[src/rtl/wb4_fifo_pkg.sv]
// rtl/wb4_fifo_pkg.sv - shared state encoding and sizing helpers for the wb4 width-conversion FIFOs
// Contents:
//   fifo_state_e  read-side FSM encoding (IDLE, FETCH, VALID)
//   ratio_f       wide/narrow width ratio from the two data MSB parameters
//   addr_msb_f    memory pointer MSB for a power-of-two depth
//   lane_w_f      lane counter width for a power-of-two ratio
package wb4_fifo_pkg;

    typedef enum logic [1:0] {
        ST_IDLE  = 2'd0,
        ST_FETCH = 2'd1,
        ST_VALID = 2'd2
    } fifo_state_e;

    function automatic int ratio_f(input int wide_msb, input int narrow_msb);
        return (wide_msb + 1) / (narrow_msb + 1);
    endfunction

    function automatic int addr_msb_f(input int depth);
        return $clog2(depth) - 1;
    endfunction

    function automatic int lane_w_f(input int ratio);
        return $clog2(ratio);
    endfunction

endpackage

[src/rtl/wb4_sync_fifo_1_to_n_if.sv]
// rtl/wb4_sync_fifo_1_to_n_if.sv - write/read Wishbone B4 pipelined slave bundle of the 1-to-N FIFO
// Signals (direction as seen by the FIFO, i.e. the slave modport):
//   i_wb4_in_scyc/sstb/sdata   wide write cycle, strobe, data
//   o_wb4_in_sack/stgd/sstall  write ack, FIFO empty, FIFO full
//   i_wb4_out_scyc/sstb        narrow read cycle, strobe
//   o_wb4_out_sack/sdata       read ack, narrow read data
//   o_wb4_out_stgd/sstall      FIFO full, no narrow word available
// Modports: slave (the FIFO), master (producer/consumer side).
interface wb4_sync_fifo_1_to_n_if #(
    parameter int P_DATA_I_MSB = 31,
    parameter int P_DATA_O_MSB = 7
);
    logic                  i_wb4_in_scyc;
    logic                  i_wb4_in_sstb;
    logic                  o_wb4_in_sack;
    logic [P_DATA_I_MSB:0] i_wb4_in_sdata;
    logic                  o_wb4_in_stgd;
    logic                  o_wb4_in_sstall;
    logic                  i_wb4_out_scyc;
    logic                  i_wb4_out_sstb;
    logic                  o_wb4_out_sack;
    logic [P_DATA_O_MSB:0] o_wb4_out_sdata;
    logic                  o_wb4_out_stgd;
    logic                  o_wb4_out_sstall;

    modport slave (
        input  i_wb4_in_scyc, i_wb4_in_sstb, i_wb4_in_sdata,
        input  i_wb4_out_scyc, i_wb4_out_sstb,
        output o_wb4_in_sack, o_wb4_in_stgd, o_wb4_in_sstall,
        output o_wb4_out_sack, o_wb4_out_sdata, o_wb4_out_stgd, o_wb4_out_sstall
    );

    modport master (
        output i_wb4_in_scyc, i_wb4_in_sstb, i_wb4_in_sdata,
        output i_wb4_out_scyc, i_wb4_out_sstb,
        input  o_wb4_in_sack, o_wb4_in_stgd, o_wb4_in_sstall,
        input  o_wb4_out_sack, o_wb4_out_sdata, o_wb4_out_stgd, o_wb4_out_sstall
    );
endinterface

[src/rtl/wb4_fifo_unpacker.sv]
// rtl/wb4_fifo_unpacker.sv - wide holding register, lane counter and narrow lane multiplexer
// Macro: WB4_FIFO_1_TO_N_MSB_FIRST_EN delivers the most significant lane first.
// Ports:
//   i_clk, i_rst   clock, synchronous active-high reset
//   load_i         capture data_i into the holding register, restart at lane 0
//   clear_i        holding register fully consumed with nothing left to load
//   accept_i       narrow read accepted: register current lane, advance lane
//   data_i         wide word from memory
//   hold_vld_o     holding register has unread lanes
//   lane_last_o    current lane is the final one of the wide word
//   sdata_o        registered narrow read data
module wb4_fifo_unpacker
    import wb4_fifo_pkg::*;
#(
    parameter int P_DATA_I_MSB = 31,
    parameter int P_DATA_O_MSB = 7
) (
    input  logic                  i_clk,
    input  logic                  i_rst,
    input  logic                  load_i,
    input  logic                  clear_i,
    input  logic                  accept_i,
    input  logic [P_DATA_I_MSB:0] data_i,
    output logic                  hold_vld_o,
    output logic                  lane_last_o,
    output logic [P_DATA_O_MSB:0] sdata_o
);
    localparam int L_RATIO  = ratio_f(P_DATA_I_MSB, P_DATA_O_MSB);
    localparam int L_LANE_W = lane_w_f(L_RATIO);
    localparam int L_O_W    = P_DATA_O_MSB + 1;

    logic [P_DATA_I_MSB:0] r_hold_q;
    logic                  r_hold_vld_q;
    logic [L_LANE_W-1:0]   r_lane_q;
    logic [L_LANE_W-1:0]   lane_sel;
    logic [P_DATA_O_MSB:0] lane_word;
    logic [P_DATA_O_MSB:0] sdata_q;

    always_comb begin
`ifdef WB4_FIFO_1_TO_N_MSB_FIRST_EN
        // L_RATIO is a power of two, so L_RATIO-1-k is simply ~k
        lane_sel = ~r_lane_q;
`else
        lane_sel = r_lane_q;
`endif
        lane_word = r_hold_q[32'(lane_sel) * L_O_W +: L_O_W];
    end

    always_ff @(posedge i_clk) begin
        if (i_rst) begin
            r_hold_q     <= '0;
            r_hold_vld_q <= 1'b0;
            r_lane_q     <= '0;
            sdata_q      <= '0;
        end else begin
            if (accept_i) begin
                sdata_q  <= lane_word;
                r_lane_q <= r_lane_q + 1'b1;
            end
            // A load on the last-lane accept refills the register back-to-back
            if (load_i) begin
                r_hold_q     <= data_i;
                r_hold_vld_q <= 1'b1;
                r_lane_q     <= '0;
            end else if (clear_i) begin
                r_hold_vld_q <= 1'b0;
            end
        end
    end

    assign hold_vld_o  = r_hold_vld_q;
    assign lane_last_o = &r_lane_q;
    assign sdata_o     = sdata_q;

endmodule

[src/rtl/wb4_sync_fifo_1_to_n.sv]
// rtl/wb4_sync_fifo_1_to_n.sv - single-clock Wishbone B4 FIFO, wide words in, narrow words out
// Macro: WB4_FIFO_1_TO_N_MSB_FIRST_EN reverses lane order (most significant lane first).
// Parameters: P_DATA_I_MSB, P_DATA_O_MSB (ratio a power of two >= 2), P_DEPTH (power of two >= 2),
//             P_USE_BRAM (1 synchronous-read array, 0 LUT array; same cycle behaviour).
// Ports:
//   i_clk, i_rst   clock, synchronous active-high reset
//   wb_io          write and read Wishbone slave signals (see wb4_sync_fifo_1_to_n_if)
module wb4_sync_fifo_1_to_n
    import wb4_fifo_pkg::*;
#(
    parameter int P_DATA_I_MSB = 31,
    parameter int P_DATA_O_MSB = 7,
    parameter int P_DEPTH      = 16,
    parameter int P_USE_BRAM   = 1
) (
    input  logic                         i_clk,
    input  logic                         i_rst,
    wb4_sync_fifo_1_to_n_if.slave        wb_io
);
    localparam int L_ADDR_MSB = addr_msb_f(P_DEPTH);
    localparam int L_ADDR_W   = L_ADDR_MSB + 1;
    localparam int L_CNT_W    = L_ADDR_MSB + 2;
    localparam logic [L_CNT_W-1:0] L_FULL = L_CNT_W'(P_DEPTH);

    fifo_state_e           state_q;
    logic [L_ADDR_MSB:0]   wr_ptr_q, wr_ptr_d;
    logic [L_ADDR_MSB:0]   rd_ptr_q, rd_ptr_d;
    logic [L_CNT_W-1:0]    count_q, count_d;
    logic                  in_sack_q, out_sack_q;
    logic                  full, wr_acc, rd_acc;
    logic                  hold_vld, lane_last, hold_load, hold_clr;
    logic [P_DATA_I_MSB:0] mem_dout;
    logic [P_DATA_O_MSB:0] sdata;
    logic [P_DATA_I_MSB:0] mem_q [P_DEPTH];

    always_comb begin
        full      = (count_q == L_FULL);
        wr_acc    = wb_io.i_wb4_in_scyc & wb_io.i_wb4_in_sstb & ~full;
        rd_acc    = wb_io.i_wb4_out_scyc & wb_io.i_wb4_out_sstb & hold_vld;
        // Refill from the memory output on the last lane when words remain
        hold_load = (state_q == ST_FETCH)
                  | ((state_q == ST_VALID) & rd_acc & lane_last & (count_q != '0));
        hold_clr  = (state_q == ST_VALID) & rd_acc & lane_last & (count_q == '0);
        wr_ptr_d  = wr_ptr_q + L_ADDR_W'(wr_acc);
        rd_ptr_d  = rd_ptr_q + L_ADDR_W'(hold_load);
        count_d   = count_q + L_CNT_W'(wr_acc) - L_CNT_W'(hold_load);
    end

    // Both variants present mem[rd_ptr_q] on mem_dout in every cycle
    generate
        if (P_USE_BRAM != 0) begin : g_bram
            logic [P_DATA_I_MSB:0] rd_data_q;
            // Read the next pointer so the registered output lines up with rd_ptr_q;
            // write-first bypass covers a word landing at that address on this edge.
            always_ff @(posedge i_clk) begin
                if (wr_acc) begin
                    mem_q[wr_ptr_q] <= wb_io.i_wb4_in_sdata;
                end
                if (wr_acc && (wr_ptr_q == rd_ptr_d)) begin
                    rd_data_q <= wb_io.i_wb4_in_sdata;
                end else begin
                    rd_data_q <= mem_q[rd_ptr_d];
                end
            end
            assign mem_dout = rd_data_q;
        end else begin : g_lut
            always_ff @(posedge i_clk) begin
                if (wr_acc) begin
                    mem_q[wr_ptr_q] <= wb_io.i_wb4_in_sdata;
                end
            end
            assign mem_dout = mem_q[rd_ptr_q];
        end
    endgenerate

    always_ff @(posedge i_clk) begin
        if (i_rst) begin
            state_q    <= ST_IDLE;
            wr_ptr_q   <= '0;
            rd_ptr_q   <= '0;
            count_q    <= '0;
            in_sack_q  <= 1'b0;
            out_sack_q <= 1'b0;
        end else begin
            wr_ptr_q   <= wr_ptr_d;
            rd_ptr_q   <= rd_ptr_d;
            count_q    <= count_d;
            in_sack_q  <= wr_acc;
            out_sack_q <= rd_acc;
            case (state_q)
                ST_IDLE:  if (count_q != '0) state_q <= ST_FETCH;
                ST_FETCH: state_q <= ST_VALID;
                ST_VALID: if (hold_clr) state_q <= ST_IDLE;
                default:  state_q <= ST_IDLE;
            endcase
        end
    end

    wb4_fifo_unpacker #(
        .P_DATA_I_MSB (P_DATA_I_MSB),
        .P_DATA_O_MSB (P_DATA_O_MSB)
    ) u_unpacker (
        .i_clk       (i_clk),
        .i_rst       (i_rst),
        .load_i      (hold_load),
        .clear_i     (hold_clr),
        .accept_i    (rd_acc),
        .data_i      (mem_dout),
        .hold_vld_o  (hold_vld),
        .lane_last_o (lane_last),
        .sdata_o     (sdata)
    );

    assign wb_io.o_wb4_in_sack    = in_sack_q;
    assign wb_io.o_wb4_in_stgd    = (count_q == '0) & ~hold_vld;
    assign wb_io.o_wb4_in_sstall  = full;
    assign wb_io.o_wb4_out_sack   = out_sack_q;
    assign wb_io.o_wb4_out_sdata  = sdata;
    assign wb_io.o_wb4_out_stgd   = full;
    assign wb_io.o_wb4_out_sstall = ~hold_vld;

endmodule

[src/flat_wrapper.sv]
// flat-port wrapper written by rule: the top's interface ports become plain ports
module wb4_sync_fifo_1_to_n_flat import wb4_fifo_pkg::*;
#(
    parameter int P_DATA_I_MSB = 31,
    parameter int P_DATA_O_MSB = 7,
    parameter int P_DEPTH      = 16,
    parameter int P_USE_BRAM   = 1
)
  (i_clk, i_rst, wb_io_i_wb4_in_scyc, wb_io_i_wb4_in_sstb, wb_io_i_wb4_in_sdata, wb_io_i_wb4_out_scyc, wb_io_i_wb4_out_sstb, wb_io_o_wb4_in_sack, wb_io_o_wb4_in_stgd, wb_io_o_wb4_in_sstall, wb_io_o_wb4_out_sack, wb_io_o_wb4_out_sdata, wb_io_o_wb4_out_stgd, wb_io_o_wb4_out_sstall);
  wb4_sync_fifo_1_to_n_if #(.P_DATA_I_MSB(P_DATA_I_MSB), .P_DATA_O_MSB(P_DATA_O_MSB)) wb_io_i ();
  input  logic i_clk;
  input  logic i_rst;
  input wire logic [$bits(wb_io_i.i_wb4_in_scyc)-1:0] wb_io_i_wb4_in_scyc;
  input wire logic [$bits(wb_io_i.i_wb4_in_sstb)-1:0] wb_io_i_wb4_in_sstb;
  input wire logic [$bits(wb_io_i.i_wb4_in_sdata)-1:0] wb_io_i_wb4_in_sdata;
  input wire logic [$bits(wb_io_i.i_wb4_out_scyc)-1:0] wb_io_i_wb4_out_scyc;
  input wire logic [$bits(wb_io_i.i_wb4_out_sstb)-1:0] wb_io_i_wb4_out_sstb;
  output wire logic [$bits(wb_io_i.o_wb4_in_sack)-1:0] wb_io_o_wb4_in_sack;
  output wire logic [$bits(wb_io_i.o_wb4_in_stgd)-1:0] wb_io_o_wb4_in_stgd;
  output wire logic [$bits(wb_io_i.o_wb4_in_sstall)-1:0] wb_io_o_wb4_in_sstall;
  output wire logic [$bits(wb_io_i.o_wb4_out_sack)-1:0] wb_io_o_wb4_out_sack;
  output wire logic [$bits(wb_io_i.o_wb4_out_sdata)-1:0] wb_io_o_wb4_out_sdata;
  output wire logic [$bits(wb_io_i.o_wb4_out_stgd)-1:0] wb_io_o_wb4_out_stgd;
  output wire logic [$bits(wb_io_i.o_wb4_out_sstall)-1:0] wb_io_o_wb4_out_sstall;
  assign wb_io_i.i_wb4_in_scyc = wb_io_i_wb4_in_scyc;
  assign wb_io_i.i_wb4_in_sstb = wb_io_i_wb4_in_sstb;
  assign wb_io_i.i_wb4_in_sdata = wb_io_i_wb4_in_sdata;
  assign wb_io_i.i_wb4_out_scyc = wb_io_i_wb4_out_scyc;
  assign wb_io_i.i_wb4_out_sstb = wb_io_i_wb4_out_sstb;
  assign wb_io_o_wb4_in_sack = wb_io_i.o_wb4_in_sack;
  assign wb_io_o_wb4_in_stgd = wb_io_i.o_wb4_in_stgd;
  assign wb_io_o_wb4_in_sstall = wb_io_i.o_wb4_in_sstall;
  assign wb_io_o_wb4_out_sack = wb_io_i.o_wb4_out_sack;
  assign wb_io_o_wb4_out_sdata = wb_io_i.o_wb4_out_sdata;
  assign wb_io_o_wb4_out_stgd = wb_io_i.o_wb4_out_stgd;
  assign wb_io_o_wb4_out_sstall = wb_io_i.o_wb4_out_sstall;
  wb4_sync_fifo_1_to_n #(.P_DATA_I_MSB(P_DATA_I_MSB), .P_DATA_O_MSB(P_DATA_O_MSB), .P_DEPTH(P_DEPTH), .P_USE_BRAM(P_USE_BRAM)) u_core (.i_clk(i_clk), .i_rst(i_rst), .wb_io(wb_io_i));
endmodule
[config.mk]
export PLATFORM = sky130hd
export DESIGN_NAME = wb4_sync_fifo_1_to_n_flat
export DESIGN_NICKNAME = d
export VERILOG_FILES = /design/src/rtl/wb4_fifo_pkg.sv /design/src/rtl/wb4_sync_fifo_1_to_n_if.sv /design/src/rtl/wb4_fifo_unpacker.sv /design/src/rtl/wb4_sync_fifo_1_to_n.sv /design/src/flat_wrapper.sv
export SDC_FILE = /design/constraint.sdc
export NUM_CORES = 1
export LEC_CHECK = 0
export ABC_AREA = 1
export BUFFER_PORTS_ARGS = -buffer_cell sky130_fd_sc_hd__buf_2
export CAP_MARGIN = 40
export CORE_ASPECT_RATIO = 1.2
export CORE_MARGIN = 4
export CORE_UTILIZATION = 60
export DETAILED_ROUTE_END_ITERATION = 10
export PLACE_DENSITY = 0.73
export SLEW_MARGIN = 20
export SYNTH_ARGS = -nofsm -noshare
export SYNTH_HDL_FRONTEND = slang
export SYNTH_HIERARCHICAL = 1
export SYNTH_SLANG_ARGS = --single-unit
[constraint.sdc]
create_clock -name i_clk -period 3.9 [get_ports i_clk]
set_input_delay 0.195 -clock i_clk [delete_from_list [all_inputs] [get_ports i_clk]]
set_output_delay 0.195 -clock i_clk [all_outputs]
set_load 0.02 [all_outputs]
Yosys cells after proc, flatten, opt, wreduce, memory -nomap -nowiden
Memories as Yosys holds them, arrays and structs flattened. A register that Yosys moved wholly into a read port is not among the register bits. Index checks and enable logic that the tools add are counted.

Memory bits (writable): 512. Logic and storage cells: 48. Flip-flop bits (word level): 60. Output and inout port bits: 14. Bits of input ports: 38. Memories: 1.

Memories: u_core.mem_q (words 16, bits a word 32, read ports 1, clocked after Yosys merged registers in 1, wr ports 1, line wb4_sync_fifo_1_to_n.sv:34) `logic [P_DATA_I_MSB:0] mem_q [P_DEPTH];`.

Multiplexer cells: 7. Reductions and logical operators: 7. Shift operators: 1. Add/sub/neg operators: 5. Bitwise gates (word level): 12. Equal/unequal tests: 5.

Operators by type and width (number): $shiftx A32 B6 Y8 (1); $and A1 B1 Y1 (9); $add A4 B1 Y4 (2); $pmux W2 S3 (1); $add A5 B1 Y5 (1); $eq A5 B5 Y1 const B (1); $logic_not A5 Y1 (1); $reduce_bool A5 Y1 (1); $sub A5 B1 Y5 (1); $mux W1 (4); $mux W2 (2); $ne A2 B1 Y1 const B (2); $reduce_and A2 Y1 (2); $add A2 B1 Y2 const B (1); $eq A2 B1 Y1 const B (1); $eq A2 B2 Y1 const B (1); $logic_not A2 Y1 (1); $not A1 Y1 (2); $reduce_bool A2 Y1 (1); $reduce_or A2 Y1 (1); $or A1 B1 Y1 (1).

Logic depth before layout (Yosys ltp)
Depth after elaboration: 7. Mapped depth: 19. Mapped depth without buffers: 19.

Cells and area by module
The synthesis kept the hierarchy.

By module, submodules not included: wb4_sync_fifo_1_to_n (cells an instance 2210, area each 23048.4 µm², times used 1, sequential area each 15795.1 µm²); wb4_fifo_unpacker (cells an instance 240, area each 1794.2 µm², times used 1, sequential area each 860.8 µm²).

Worst setup path before layout
No wires, ideal clock.

Path type: reg2reg. Start point: register u_core.count_q[2]. End point: memory u_core/mem_q[0][0] in the netlist's numbering (enable). Path buffers: 0. Arrival time: 2.360 ns. Slack: 1.119 ns. Period minus slack after synthesis: 2.781 ns. Cell stages (with the launch flop): 8. Required time: 3.479 ns. Setup time: 0.421 ns. Cells stage by stage: dfxtp_1 > inv_1 > ha_1 > nand4_1 > nand3_1 > inv_1 > nand2_1 > nor2_1.

Word-level cells in the longest chain between the ends: 5.

Ends and longest elaborated chain: from (decl) (line wb4_sync_fifo_1_to_n.sv:28) `logic [L_CNT_W-1:0] count_q, count_d;`; from (signal assigned) (line wb4_sync_fifo_1_to_n.sv:87) `count_q <= count_d;`; $eq A5 B5 Y1 (line wb4_sync_fifo_1_to_n.sv:37) `full = (count_q == L_FULL);`; $not A1 Y1 (line wb4_sync_fifo_1_to_n.sv:38) `wr_acc = wb_io.i_wb4_in_scyc & wb_io.i_wb4_in_sstb & ~full;`; $and A1 B1 Y1 (line wb4_sync_fifo_1_to_n.sv:38); net u_core.wr_acc (line wb4_sync_fifo_1_to_n.sv:30) `logic full, wr_acc, rd_acc;`; $mux W1 (line wb4_sync_fifo_1_to_n.sv:56) `if (wr_acc) begin`; $mux W1 (not written as such) (line wb4_sync_fifo_1_to_n.sv:57) `mem_q[wr_ptr_q] <= wb_io.i_wb4_in_sdata;`; to (decl) (line wb4_sync_fifo_1_to_n.sv:34).

The timed path passes the listed nets, and every way through them passes these cells.

Worst setup path in the final report
Start point: register u_core.count_q[2]. End point: memory u_core/mem_q[11][14] in the netlist's numbering (enable).

The elaborated chain is that of the path after synthesis.

==> qor.yml <==
area_growth_pct: 10.20
yosys_warnings: 6
gr-total-overflow: 0
critPathKind: "flip-flop to flip-flop"
max_freq_mhz: 344.5
cellLeakagePower_nw: 11.68
combPwrFrac_pct: 24.0
skew_ns: 0.01770
ys_seq_area_share_pct: 67.05
crit_required_ns: 4.20
drc: 0
grt_pass1_vias: 16450
hold_path_class: "primary input to flip-flop"
synth_nets: 2500
ant_nets: 0
p_sw_share_pct: 31.53
tightest_slew_ns: 0.8921
dr.pass1.iters: 6
holdCritStartpoint: "wb_io_i_wb4_in_sdata[30]"
wl_um: 58700
io_pins: 52
cts_buffer_depth: 3
dp.cells: 2953
finalHoldViolCount: 0
die_y_um: 230.9
core_area_um2: 40840
portBuffers: 51
num_rows: 81
holdPathStages: 1
power.share.clock_pct: 31.8
die-area_um2: 44740
p_int_w: 0.01111
status: "completed"
drt_iter0_markers: 1864
place.gp.congestion: 0.8672
postCtsSetupBuffers: 0
grt_max_degree: 139
r2r-start: "u_core/count_q[2]"
r2r-end: "u_core/mem_q[11][14]"
tns_ns: 0
ir_drop_uv: 371.7
final.fill_count: 2980
worst_slack_ns: 0.9973
ys.flop_type: "edfxtp_1"
post_drt_wl_per_cell_um: 19.16
synth_enable_flop_cells: 512
finalSetupViolations: 0
cts_resized: 0
n_antenna_cell: 0
period_share_pct: 74.43
cts_tree: "built"
antenna_found_initial: 2
powerDensity_nw_per_um2: 592.9
vias_per_cell: 5.516
rsz0062_at_grt: "no"
ys_types: 29
placed_cell_area_um2: 25500
holdPathEnd: "u_core/mem_q[4][30]"
yosysTopAreaCellShare_pct: 61.89
async_flop_share_pct: 0
drive_gt1_share_pct: 8.162
clk_pin_slew_ns: 0.06
p_switching_w: 0.005118
min_period_ns: 2.903
syn_area_um2: 24840
final_cells: 3063
fin_nets: 2530
worstPathArrival_ns: 3.21
clock_latency_ns: 0.60
die_x_um: 193.8
p_seq_share_pct: 44.1
final_cell_mix: "733 x nand2_1, 512 x edfxtp_1, 420 x inv_1, 406 x nand3_1, 85 x nor2_1"
synth.area.top_cells: "edfxtp_1 62%, nand2_1 11%, nand3_1 8.2%"
synth.avg_cell_area_um2: 10.14
end_kind: "flip-flop"
synth.ff_latch_count: 576
cap_viol_max_count: 0
crit_fanout: 23
grt_pass1_wl_um: 90770
yosysTopAreaCell: "edfxtp_1"
cts_buffers: 56
start_util_pct: 60.82
relSlewSlack_pct: 40.53
clockRootBuffer: "clkbuf_16"
final_common_cell: "nand2_1"
cts_sinks: 576
htreeDepth: 2
grt_usage_pct: 26.01
r2r_cells: 8
vias: 16900
synthCells: 2450
slew_violations: 0
post-dp-hpwl_um: 35310
post-place-ws_ns: 1.018
postLayoutCellArea_um2: 27380
start_kind: "flip-flop"
worst-r2r-setup-slack_ns: 1.0
-- area by class of cell --
cell class / instances / area [µm²] / area share, %
flip-flops and latches: 576 / 16670 / 60.88
multi-input cells: 1324 / 5834 / 21.31
inverters: 427 / 1618 / 5.909
clock buffers: 67 / 1474 / 5.384
repair buffers: 95 / 828.3 / 3.026
well taps: 539 / 674.4 / 2.463
clock inverters: 35 / 281.5 / 1.028
-- critical path: stages, from the launching register on --
cell and delay [ns]:
dfxtp_1 0.34, inv_1 0.06, ha_1 0.20, nand4_1 0.10
nand3_1 0.29, inv_1 0.26, nand2_1 0.28, nor2_4 0.72
buf_4 0.32
-- flip-flops by register name, indices dropped and copies added (netlist names), named ones only --
signal / count
u_core/count_q: 5
u_core/mem_q: 512
u_core/rd_ptr_q: 4
u_core/state_q: 2
u_core/u_unpacker/hold_vld_o: 1
u_core/u_unpacker/lane_sel: 2
u_core/u_unpacker/r_hold_q: 32
u_core/u_unpacker/sdata_o: 8
u_core/wb_io.o_wb4_in_sack: 1
u_core/wb_io.o_wb4_out_sack: 1
u_core/wr_ptr_q: 4
-- per-layer routing --
metal | track usage, % | wire (µm)
met1 | 35.40 | 23680
met4 | 8.234 | 1733
met3 | 4.773 | 5088
met5 | 0 | 13
met2 | 43.16 | 28190
-- power by group through the flow --
stage          Clock [W]  Sequential (W)  Combinational, W
2_1_floorplan          0         0.00723           0.00308
3_3_place_gp           0         0.00728           0.00376
3_5_place_dp           0         0.00729           0.00385
4_1_cts          0.00524         0.00716           0.00389
5_1_grt          0.00549         0.00719           0.00437
6_report         0.00516         0.00716           0.00390
-- Yosys cell counts (2+ instances only) --
cell type,number
nand2_1,733
edfxtp_1,512
inv_1,421
nand3_1,406
nor2_1,101
dfxtp_1,64
buf_2,51
o21ai_0,39
buf_6,29
a21oi_1,15
buf_4,15
clkbuf_1,15
ha_1,11
buf_1,7
nand2_2,6
inv_2,4
a21oi_2,2
buf_12,2
buf_8,2
clkbuf_2,2
nand4_1,2
nor3_1,2
xnor2_1,2
xor2_1,2
-- kinds of logic after synthesis --
family / after synthesis / share of synthesized area (%)
AND/OR/NAND/NOR: 1251 / 21.05
XOR/XNOR: 4 / 0.1410
flip-flops: 576 / 67.05
AO/OA/AOI/OAI: 57 / 1.179
adder cells (fa/ha/maj): 12 / 0.6346
buffers and inverters: 550 / 9.952
-- how the worst max path moves through the flow --
stage                                 start                    to  slack [ns]  depth (start not counted)
after global routing      u_core/count_q[2]  u_core/mem_q[11][14]        0.82                          8
final                     u_core/count_q[2]  u_core/mem_q[11][14]         1.0                          8
after CTS                 u_core/count_q[2]  u_core/mem_q[12][17]        1.00                          8
after detailed placement  u_core/count_q[2]  u_core/mem_q[12][12]        1.02                          8
after global placement    u_core/count_q[2]   u_core/mem_q[12][5]        1.08                          8
after floorplan           u_core/count_q[2]    u_core/mem_q[0][0]        1.12                          7
-- through the flow --
stage               hold WS, ns  power, W  utilization [%]
global route           0.004559   0.01704            67.03
finish                  0.02231   0.01623            67.03
floorplan                0.2641   0.01030                -
CTS                    0.003382   0.01629            66.86
global placement         0.4542   0.01104            62.03
detailed placement       0.4640   0.01114            62.44
-- timing repair --
action                                 in CTS  in global routing
setup endpoints to repair                   0                  0
endpoints found under the hold margin      28                  0
hold buffers                                5                  0
Note: power is estimated with default switching activity, not from simulation.
